--- config.mk ---
export PLATFORM = sky130hd
export DESIGN_NAME = axil_master_port
export DESIGN_NICKNAME = d
export VERILOG_FILES = /design/src/rtl/axil_master_port.sv
export SDC_FILE = /design/constraint.sdc
export NUM_CORES = 1
export LEC_CHECK = 0
export CELL_PAD_IN_SITES_DETAIL_PLACEMENT = 1
export CELL_PAD_IN_SITES_GLOBAL_PLACEMENT = 2
export CORE_MARGIN = 2
export CORE_UTILIZATION = 24
export CTS_CLUSTER_DIAMETER = 60
export DETAILED_ROUTE_END_ITERATION = 8
export PLACE_DENSITY_LB_ADDON = 0.12
export SLEW_MARGIN = 20
export SYNTH_ARGS = -nofsm -noshare
export SYNTH_HDL_FRONTEND = slang
export SYNTH_SLANG_ARGS = --single-unit
export TNS_END_PERCENT = 20
--- constraint.sdc ---
create_clock -name aCLK -period 2.71 [get_ports aCLK]
set_clock_uncertainty 0.2 [all_clocks]
set_input_delay 0.271 -clock aCLK [delete_from_list [all_inputs] [get_ports aCLK]]
set_output_delay 0.271 -clock aCLK [all_outputs]
set_load 0.03 [all_outputs]
--- src/rtl/axil_master_port.sv ---
// AXI4-Lite master port: single-beat local write/read commands onto AW/W/B and AR/R.
// Define AXIL_TIMEOUT_EN to add a per-path response timeout with silent late-response drain.
module axil_master_port #(
  parameter int ADDR_W      = 11,
  parameter int DATA_W      = 32,
  parameter int STRB_W      = DATA_W/8,
  parameter int TIMEOUT_CYC = 256
) (
  input  logic              aCLK,
  input  logic              ARESETn,
  input  logic              wr_req,
  output logic              wr_ready,
  input  logic [ADDR_W-1:0] wr_addr,
  input  logic [DATA_W-1:0] wr_data,
  input  logic [STRB_W-1:0] wr_strb,
  output logic              wr_done,
  output logic [1:0]        wr_resp,
  input  logic              rd_req,
  output logic              rd_ready,
  input  logic [ADDR_W-1:0] rd_addr,
  output logic              rd_done,
  output logic [DATA_W-1:0] rd_data,
  output logic [1:0]        rd_resp,
  output logic [ADDR_W-1:0] AWADDR,
  output logic              AWVALID,
  input  logic              AWREADY,
  output logic [DATA_W-1:0] WDATA,
  output logic [STRB_W-1:0] WSTRB,
  output logic              WVALID,
  input  logic              WREADY,
  input  logic [1:0]        BRESP,
  input  logic              BVALID,
  output logic              BREADY,
  output logic [ADDR_W-1:0] ARADDR,
  output logic              ARVALID,
  input  logic              ARREADY,
  input  logic [DATA_W-1:0] RDATA,
  input  logic [1:0]        RRESP,
  input  logic              RVALID,
  output logic              RREADY
);

  if (DATA_W != 32 && DATA_W != 64) begin : g_bad_data_w
    $error("axil_master_port: DATA_W must be 32 or 64");
  end
  if (STRB_W != DATA_W/8) begin : g_bad_strb_w
    $error("axil_master_port: STRB_W must equal DATA_W/8");
  end
  if (TIMEOUT_CYC < 2) begin : g_bad_timeout
    $error("axil_master_port: TIMEOUT_CYC must be at least 2");
  end

  typedef enum logic [1:0] {W_IDLE, W_SEND, W_RESP} w_state_t;
  typedef enum logic [1:0] {R_IDLE, R_ADDR, R_DATA} r_state_t;

  w_state_t w_state, w_state_nxt;
  r_state_t r_state, r_state_nxt;

  logic              aw_ok, w_ok, aw_ok_nxt, w_ok_nxt;
  logic              awvalid_nxt, wvalid_nxt, bready_nxt, wr_ready_nxt, wr_done_nxt;
  logic [ADDR_W-1:0] awaddr_nxt;
  logic [DATA_W-1:0] wdata_nxt;
  logic [STRB_W-1:0] wstrb_nxt;
  logic [1:0]        wr_resp_nxt;

  logic              arvalid_nxt, rready_nxt, rd_ready_nxt, rd_done_nxt;
  logic [ADDR_W-1:0] araddr_nxt;
  logic [DATA_W-1:0] rd_data_nxt;
  logic [1:0]        rd_resp_nxt;

  logic              w_timeout, r_timeout;

`ifdef AXIL_TIMEOUT_EN
  localparam int TO_W = $clog2(TIMEOUT_CYC + 1);
  logic [TO_W-1:0] w_cnt, r_cnt;
  logic            w_drain, w_drain_nxt, r_drain, r_drain_nxt;

  // Counters only run while waiting for a response; address/data VALIDs are never timed out.
  always_ff @(posedge aCLK) begin
    if (!ARESETn) begin
      w_cnt   <= '0;
      r_cnt   <= '0;
      w_drain <= 1'b0;
      r_drain <= 1'b0;
    end else begin
      w_cnt   <= (w_state == W_RESP && !BVALID) ? w_cnt + TO_W'(1) : '0;
      r_cnt   <= (r_state == R_DATA && !RVALID) ? r_cnt + TO_W'(1) : '0;
      w_drain <= w_drain_nxt;
      r_drain <= r_drain_nxt;
    end
  end

  assign w_timeout = (w_state == W_RESP) && !BVALID && (w_cnt == TO_W'(TIMEOUT_CYC - 1));
  assign r_timeout = (r_state == R_DATA) && !RVALID && (r_cnt == TO_W'(TIMEOUT_CYC - 1));
`else
  assign w_timeout = 1'b0;
  assign r_timeout = 1'b0;
`endif

  // AW and W complete independently; each flag remembers its own handshake.
  assign aw_ok_nxt = (w_state == W_SEND) && (aw_ok || (AWVALID && AWREADY));
  assign w_ok_nxt  = (w_state == W_SEND) && (w_ok  || (WVALID  && WREADY));

  always_ff @(posedge aCLK) begin
    if (!ARESETn) begin
      w_state  <= W_IDLE;
      aw_ok    <= 1'b0;
      w_ok     <= 1'b0;
      AWADDR   <= '0;
      AWVALID  <= 1'b0;
      WDATA    <= '0;
      WSTRB    <= '0;
      WVALID   <= 1'b0;
      BREADY   <= 1'b0;
      wr_ready <= 1'b1;
      wr_done  <= 1'b0;
      wr_resp  <= 2'b00;
      r_state  <= R_IDLE;
      ARADDR   <= '0;
      ARVALID  <= 1'b0;
      RREADY   <= 1'b0;
      rd_ready <= 1'b1;
      rd_done  <= 1'b0;
      rd_data  <= '0;
      rd_resp  <= 2'b00;
    end else begin
      w_state  <= w_state_nxt;
      aw_ok    <= aw_ok_nxt;
      w_ok     <= w_ok_nxt;
      AWADDR   <= awaddr_nxt;
      AWVALID  <= awvalid_nxt;
      WDATA    <= wdata_nxt;
      WSTRB    <= wstrb_nxt;
      WVALID   <= wvalid_nxt;
      BREADY   <= bready_nxt;
      wr_ready <= wr_ready_nxt;
      wr_done  <= wr_done_nxt;
      wr_resp  <= wr_resp_nxt;
      r_state  <= r_state_nxt;
      ARADDR   <= araddr_nxt;
      ARVALID  <= arvalid_nxt;
      RREADY   <= rready_nxt;
      rd_ready <= rd_ready_nxt;
      rd_done  <= rd_done_nxt;
      rd_data  <= rd_data_nxt;
      rd_resp  <= rd_resp_nxt;
    end
  end

  always_comb begin
    w_state_nxt = w_state;
    case (w_state)
      W_IDLE:  if (wr_req && wr_ready) w_state_nxt = W_SEND;
      W_SEND:  if (aw_ok_nxt && w_ok_nxt) w_state_nxt = W_RESP;
      W_RESP:  if (BVALID || w_timeout) w_state_nxt = W_IDLE;
      default: w_state_nxt = W_IDLE;
    endcase
  end

  // Output values are computed one cycle ahead so every port comes straight from a flop.
  always_comb begin
    awaddr_nxt   = AWADDR;
    wdata_nxt    = WDATA;
    wstrb_nxt    = WSTRB;
    awvalid_nxt  = 1'b0;
    wvalid_nxt   = 1'b0;
    bready_nxt   = 1'b0;
    wr_ready_nxt = 1'b0;
    wr_done_nxt  = 1'b0;
    wr_resp_nxt  = wr_resp;
`ifdef AXIL_TIMEOUT_EN
    w_drain_nxt  = w_drain;
`endif
    case (w_state)
      W_IDLE: begin
        wr_ready_nxt = 1'b1;
`ifdef AXIL_TIMEOUT_EN
        if (w_drain) begin
          wr_ready_nxt = 1'b0;
          bready_nxt   = 1'b1;
          if (BVALID) begin
            w_drain_nxt  = 1'b0;
            bready_nxt   = 1'b0;
            wr_ready_nxt = 1'b1;
          end
        end
`endif
        if (wr_req && wr_ready) begin
          awaddr_nxt   = wr_addr;
          wdata_nxt    = wr_data;
          wstrb_nxt    = wr_strb;
          awvalid_nxt  = 1'b1;
          wvalid_nxt   = 1'b1;
          wr_ready_nxt = 1'b0;
        end
      end
      W_SEND: begin
        awvalid_nxt = AWVALID && !AWREADY;
        wvalid_nxt  = WVALID && !WREADY;
        bready_nxt  = aw_ok_nxt && w_ok_nxt;
      end
      W_RESP: begin
        bready_nxt = 1'b1;
        if (BVALID) begin
          bready_nxt   = 1'b0;
          wr_done_nxt  = 1'b1;
          wr_resp_nxt  = BRESP;
          wr_ready_nxt = 1'b1;
        end else if (w_timeout) begin
          wr_done_nxt = 1'b1;
          wr_resp_nxt = 2'b11;
`ifdef AXIL_TIMEOUT_EN
          w_drain_nxt = 1'b1;
`endif
        end
      end
      default: ;
    endcase
  end

  always_comb begin
    r_state_nxt = r_state;
    case (r_state)
      R_IDLE:  if (rd_req && rd_ready) r_state_nxt = R_ADDR;
      R_ADDR:  if (ARREADY) r_state_nxt = R_DATA;
      R_DATA:  if (RVALID || r_timeout) r_state_nxt = R_IDLE;
      default: r_state_nxt = R_IDLE;
    endcase
  end

  always_comb begin
    araddr_nxt   = ARADDR;
    arvalid_nxt  = 1'b0;
    rready_nxt   = 1'b0;
    rd_ready_nxt = 1'b0;
    rd_done_nxt  = 1'b0;
    rd_data_nxt  = rd_data;
    rd_resp_nxt  = rd_resp;
`ifdef AXIL_TIMEOUT_EN
    r_drain_nxt  = r_drain;
`endif
    case (r_state)
      R_IDLE: begin
        rd_ready_nxt = 1'b1;
`ifdef AXIL_TIMEOUT_EN
        if (r_drain) begin
          rd_ready_nxt = 1'b0;
          rready_nxt   = 1'b1;
          if (RVALID) begin
            r_drain_nxt  = 1'b0;
            rready_nxt   = 1'b0;
            rd_ready_nxt = 1'b1;
          end
        end
`endif
        if (rd_req && rd_ready) begin
          araddr_nxt   = rd_addr;
          arvalid_nxt  = 1'b1;
          rd_ready_nxt = 1'b0;
        end
      end
      R_ADDR: begin
        arvalid_nxt = !ARREADY;
        rready_nxt  = ARREADY;
      end
      R_DATA: begin
        rready_nxt = 1'b1;
        if (RVALID) begin
          rready_nxt   = 1'b0;
          rd_done_nxt  = 1'b1;
          rd_data_nxt  = RDATA;
          rd_resp_nxt  = RRESP;
          rd_ready_nxt = 1'b1;
        end else if (r_timeout) begin
          rd_done_nxt = 1'b1;
          rd_resp_nxt = 2'b11;
          rd_data_nxt = '0;
`ifdef AXIL_TIMEOUT_EN
          r_drain_nxt = 1'b1;
`endif
        end
      end
      default: ;
    endcase
  end

endmodule

Word-level counts from Yosys, hierarchy flattened:

Index checks and enable logic that the tools add are counted.

* add/sub/neg operators: 0
* multipliers: 0
* div/mod/pow operators: 0
* order comparisons: 0
* equality and inequality tests: 10
* shift operators: 0
* mux-type cells: 23
* bitwise logic cells: 0
* reduce and logical (&&, ||, !) cells: 24

Operator list (count)
* $pmux 1 s2: 7
* $mux 2: 6
* $pmux 2 s3: 2
* $reduce_and 2->1: 6
* $ne 2x2->1 const B: 5
* $logic_and 1x1->1: 9
* $mux 1: 8
* $reduce_and 3->1: 2
* $eq 2x1->1 const B: 2
* $eq 2x2->1 const B: 2
* $logic_not 2->1: 2
* $logic_not 1->1: 3
* $logic_or 1x1->1: 2
* $ne 2x1->1 const B: 1

* flip-flop bits (word level): 109
* bits in latches: 0
* memory bits (writable): 0
* bits in read-only memories: 0
* output and inout port bits: 103
* memories: 0

Depth between registers and ports, before layout:

* depth in word-level cells: 6
* gate-level depth with buffers: 7
* gate-level depth less buffers: 6

Worst setup path before layout:

No wires, ideal clock.

* kind: register to register
* from: register r_state[0]
* to: register r_state[0]
* library setup time: 0.116 ns
* data arrival time: 1.304 ns
* required time: 2.394 ns
* path slack: 1.090 ns
* stages on the path, launching flop included: 7
* buffers on the path: 0
* path through: dfxtp_1 -> inv_1 -> ha_1 -> nor2b_2 -> a221oi_4 -> mux2i_1 -> nor2b_1

* cells in the longest elaborated chain, start to end: 3
* elaborated cells on any way between the ends: 8
* classes of those cells: 5 x eq/ne; 1 x mux; 2 x reduce/logical

RTL lines
* from (decl): line 57 `r_state_t r_state, r_state_nxt;`
* from (signal assigned): line 139 `r_state <= r_state_nxt;`
* $eq 2x2->1 (tied with other cells): line 223 `case (r_state)`
* $ne 2x2->1 (no line)
* $reduce_and 3->1 (no line)

Several ways; a longest one is shown, not always the timed one.
A chain may end at the register's enable or synchronous reset.

Worst setup path in the final report:

* from: register w_state[0]
* to: register WSTRB[1]

* cells in the longest elaborated chain, start to end: 2

RTL lines
* from (decl): line 56 `w_state_t w_state, w_state_nxt;`
* from (signal assigned): line 127 `w_state <= w_state_nxt;`
* $logic_not 2->1: line 174 `case (w_state)`
* $reduce_and 2->1 (no line)
* to (signal assigned): line 133 `WSTRB <= wstrb_nxt;`
* to (decl): line 28 `output logic [STRB_W-1:0] WSTRB,`

No other way between the ends.

==> results.md <==
Floorplan:
- The die is 132.7 um tall.
- The I/O pin count is between 200 and 250.
- For this configuration, the core starts out at a cell density of roughly 24%.
- The core region is 0.01641 mm^2.
- From left edge to right edge, the die measures approximately 130 um.
- The number of core rows is 47.
- The die covers approximately 0.018 mm^2.

Setup path:
- The worst reg2reg path depth is 6.
- For the worst setup path, the data required time is 2740 ps.
- The critical path class is register to register.
- The minimum setup slack among reg-to-reg paths is 750 ps.
- In this run the critical register-to-register path is captured at WSTRB[1].
- In this run the worst path has a maximum fanout of 25.
- The critical register-to-register path startpoint is w_state[0].
- STA puts the critical path data arrival time at 1990 ps.
- The type of element capturing the critical path is a register.
- The worst setup path is launched from a register.

GRT:
- Global routing consumed, over all layers together, 14.04% of the routing resources.
- The number of antenna violations at the first check in global routing is 0.
- The global route total overflow is 0.
- Entering global routing, the biggest net connects 61 pins.
- The first global-routing pass estimated 19530 um of wire.
- The number of global-route vias before repair is 3676.

Power:
- The design draws 4874 uW.
- The cell leakage power is 0.002428 uW.
- The power density over cell area is 746.6 mW/mm^2.
- The maximum resistive drop on vdd is 0.3950 mV.

Timing:
- The final clock period utilization by the worst path is 72.15%.
- The worst path in the final design needs a cycle of 1955 ps, including I/O delays and setup.
- The final-report max-slew violation count was 0.
- Setup repair after global routing left no endpoint under its margin.
- The slew at the pin closest to its max-slew limit is about 570 ps.
- The final-report hold violation count was 0.
- The summed negative setup slack over all endpoints is 0 ps.
- The final worst hold slack is 115.4 ps.
- The highest clock rate is roughly 500 MHz.
- The final worst setup slack is roughly 750 ps.
- Setup violations remaining at the end of the flow were counted as 0.
- The worst pin sits at a relative slew slack of between 60% and 70%.

Drt:
- Dividing the detail-routed via count by the number of cells gives 4.332.
- The final antenna-violating net count is 0.
- The routed wire length is about 12000 um.
- After detailed routing, the number of remaining DRC violations is 0.
- The routed length per placed instance is 15.00 um.
- Before antenna repair, the detailed router went through 4 iterations.
- The number of violations reported at the end of detailed-routing iteration 0 is 85.
- The count of vias placed by the detailed router is 3591.

Worst hold path:
- The startpoint identified for the worst hold timing path is ARESETn.
- The endpoint with the worst hold slack is RREADY.
- The worst min-delay path class is input port to register.
- The instance count along the most critical hold path is 3.

Clock tree:
- TritonCTS built the clock tree.
- The clock tree synthesis step divided the H-tree into 3 levels.
- Gates resized during post-CTS repair numbered 0.
- Buffers added to address setup during post-CTS repair amount to 0.
- Clock tree synthesis inserted a total of 9 buffers.
- Counting every sink on the clock net gives around 110.
- For this design, the CTS-stage hold fixing added 0 buffers.
- The clock passes through at most 2 buffers.
- The clock insertion delay at the later pin of the skew report is around 340 ps.
- The clock slew at the register clock pins of the worst setup and hold paths is 70 ps.
- The clock root buffer is sky130_fd_sc_hd__clkbuf_16.

Placed design:
- At the placement stage, the worst setup path has a slack of ~530 ps.
- The congestion estimate from routability-driven global placement came to 0.6929.
- After legalization and detailed placement, the total HPWL measured 8969 um.
- Input and output buffers added on the ports amount to 205.

Logic synthesis:
- The number of distinct library cell variants in the gate-level netlist after synthesis is 29.
- The count of warnings emitted by yosys is 0.
- Dividing the synthesized area by the synthesized cell count gives 9.692 um^2.
- Sequential cells were found to cover 54.91% of the synthesized design area.
- The cell count after synthesis is between 400 and 500.
- The number of nets in the synthesized netlist is 521.
- Counting flops and latches in the post-synthesis netlist gives 109.
- Summing every instance area after synthesis gives 0.003974 mm^2.

Cells and area:
- The fraction of layout instances using a drive strength above 1 is under 10%.
- The net count of the finished layout is between 700 and 800.
- The number of antenna diodes in the final layout is 0.
- The layout has 1818 filler cells.
- Compared with the post-synthesis result, the final layout area differs by 64.29%.

Status:
- The flow ran to the end, and the final reports show no timing, DRC or antenna violations.

Flow run:
- The number of violations of the max-capacitance limit is 0.
how the worst max path moves through the flow:
stage,start,to,depth (start not counted)
after global placement,wr_req,WSTRB[0],5
final,w_state[0],WSTRB[1],6
after CTS,w_state[0],WDATA[2],6
after detailed placement,wr_req,WDATA[2],5
after global routing,w_state[0],WDATA[2],6
after floorplan,r_state[0],r_state[0],6
cell usage after synthesis (all sizes together):
master,count,area share (%)
and2,2,0.31
a21bo,1,0.25
and3b,1,0.22
buf,17,3.1
a22o,34,7.5
nand3,5,0.63
a221oi,1,0.66
o21ai,3,0.38
o211ai,1,0.19
a21o,1,0.19
and3,5,0.79
inv,5,0.47
dfxtp,109,55
mux2i,2,0.50
ha,8,2.5
a21oi,6,0.76
nand2b,1,0.16
nor2,1,0.094
nor2b,4,0.69
clkbuf,10,0.94
nand2,128,12
a21boi,62,12
nand3b,2,0.38
a41o,1,0.25
layer usage:
layer  global-route usage [%]  part of all wire, %
met1                    17.86                   46
met2                    21.96                   45
met3                    5.019                  7.0
met4                    5.018                  1.3
met5                        0                    0
stage by stage:
stage / cells / utilization, % / area, um^2
after detailed placement: 813 / 37.81 / 6203
after CTS: 829 / 39.79 / 6529
after global routing: 829 / 39.79 / 6529
after global placement: 813 / 37.81 / 6203
after floorplan: 410 / - / 3974
final: 829 / 39.79 / 6529
registers in the layout, summed over array words and instances (netlist names), 4 cells and up:
register	cells
WDATA	32
rd_data	32
ARADDR	11
AWADDR	11
WSTRB	4
critical path: stages (launching register included):
cell                       delay, ps
sky130_fd_sc_hd__dfxtp_1         330
sky130_fd_sc_hd__inv_1            80
sky130_fd_sc_hd__ha_1            230
sky130_fd_sc_hd__nand3_2         470
sky130_fd_sc_hd__buf_12          360
sky130_fd_sc_hd__nand2_1          80
sky130_fd_sc_hd__a21boi_0         80
cells by family after synthesis:
logic type | synth area share (%)
and+or+nand+nor | 15.37
AOI/OAI and AO/OA | 22.17
DFF | 54.91
buffers and inverters | 4.534
adders and majority gates | 2.519
muxes | 0.5038
where the power goes:
part / internal (uW) / total (uW) / switching, uW / leakage (uW)
logic: 660 / 1520 / 859 / 0.00138
registers: 1800 / 1900 / 108 / 0.000888
clock network: 840 / 1450 / 611 / 0.000160
total: 3300 / 4870 / 1580 / 0.00243
cell type report:
class	instances	area, um^2	area share [%]
Sequential cell	109	2182	33.42
Timing Repair Buffer	210	2110	32.31
Multi-Input combinational cell	269	1618	24.78
Tap cell	220	275.3	4.216
Clock buffer	11	242.7	3.718
Clock inverter	5	82.58	1.265
Inverter	5	18.77	0.2875
cells in the final DEF, fill, tap and decap left out, types with 2 or more instances in the layout:
cell type and count:
sky130_fd_sc_hd__clkdlybuf4s50_1 204, sky130_fd_sc_hd__nand2_1 128, sky130_fd_sc_hd__dfxtp_1 109, sky130_fd_sc_hd__a21boi_0 47
sky130_fd_sc_hd__a22o_1 34, sky130_fd_sc_hd__a21boi_1 14, sky130_fd_sc_hd__clkbuf_16 9, sky130_fd_sc_hd__ha_1 8
sky130_fd_sc_hd__a21oi_1 6, sky130_fd_sc_hd__inv_1 5, sky130_fd_sc_hd__and3_1 4, sky130_fd_sc_hd__nand3_1 4
sky130_fd_sc_hd__o21ai_0 3, sky130_fd_sc_hd__nor2b_1 3, sky130_fd_sc_hd__buf_4 3, sky130_fd_sc_hd__and2_1 2
sky130_fd_sc_hd__mux2i_1 2, sky130_fd_sc_hd__nand3b_1 2, sky130_fd_sc_hd__bufinv_16 2, sky130_fd_sc_hd__buf_12 2
Note: power is estimated with default switching activity, not from simulation.
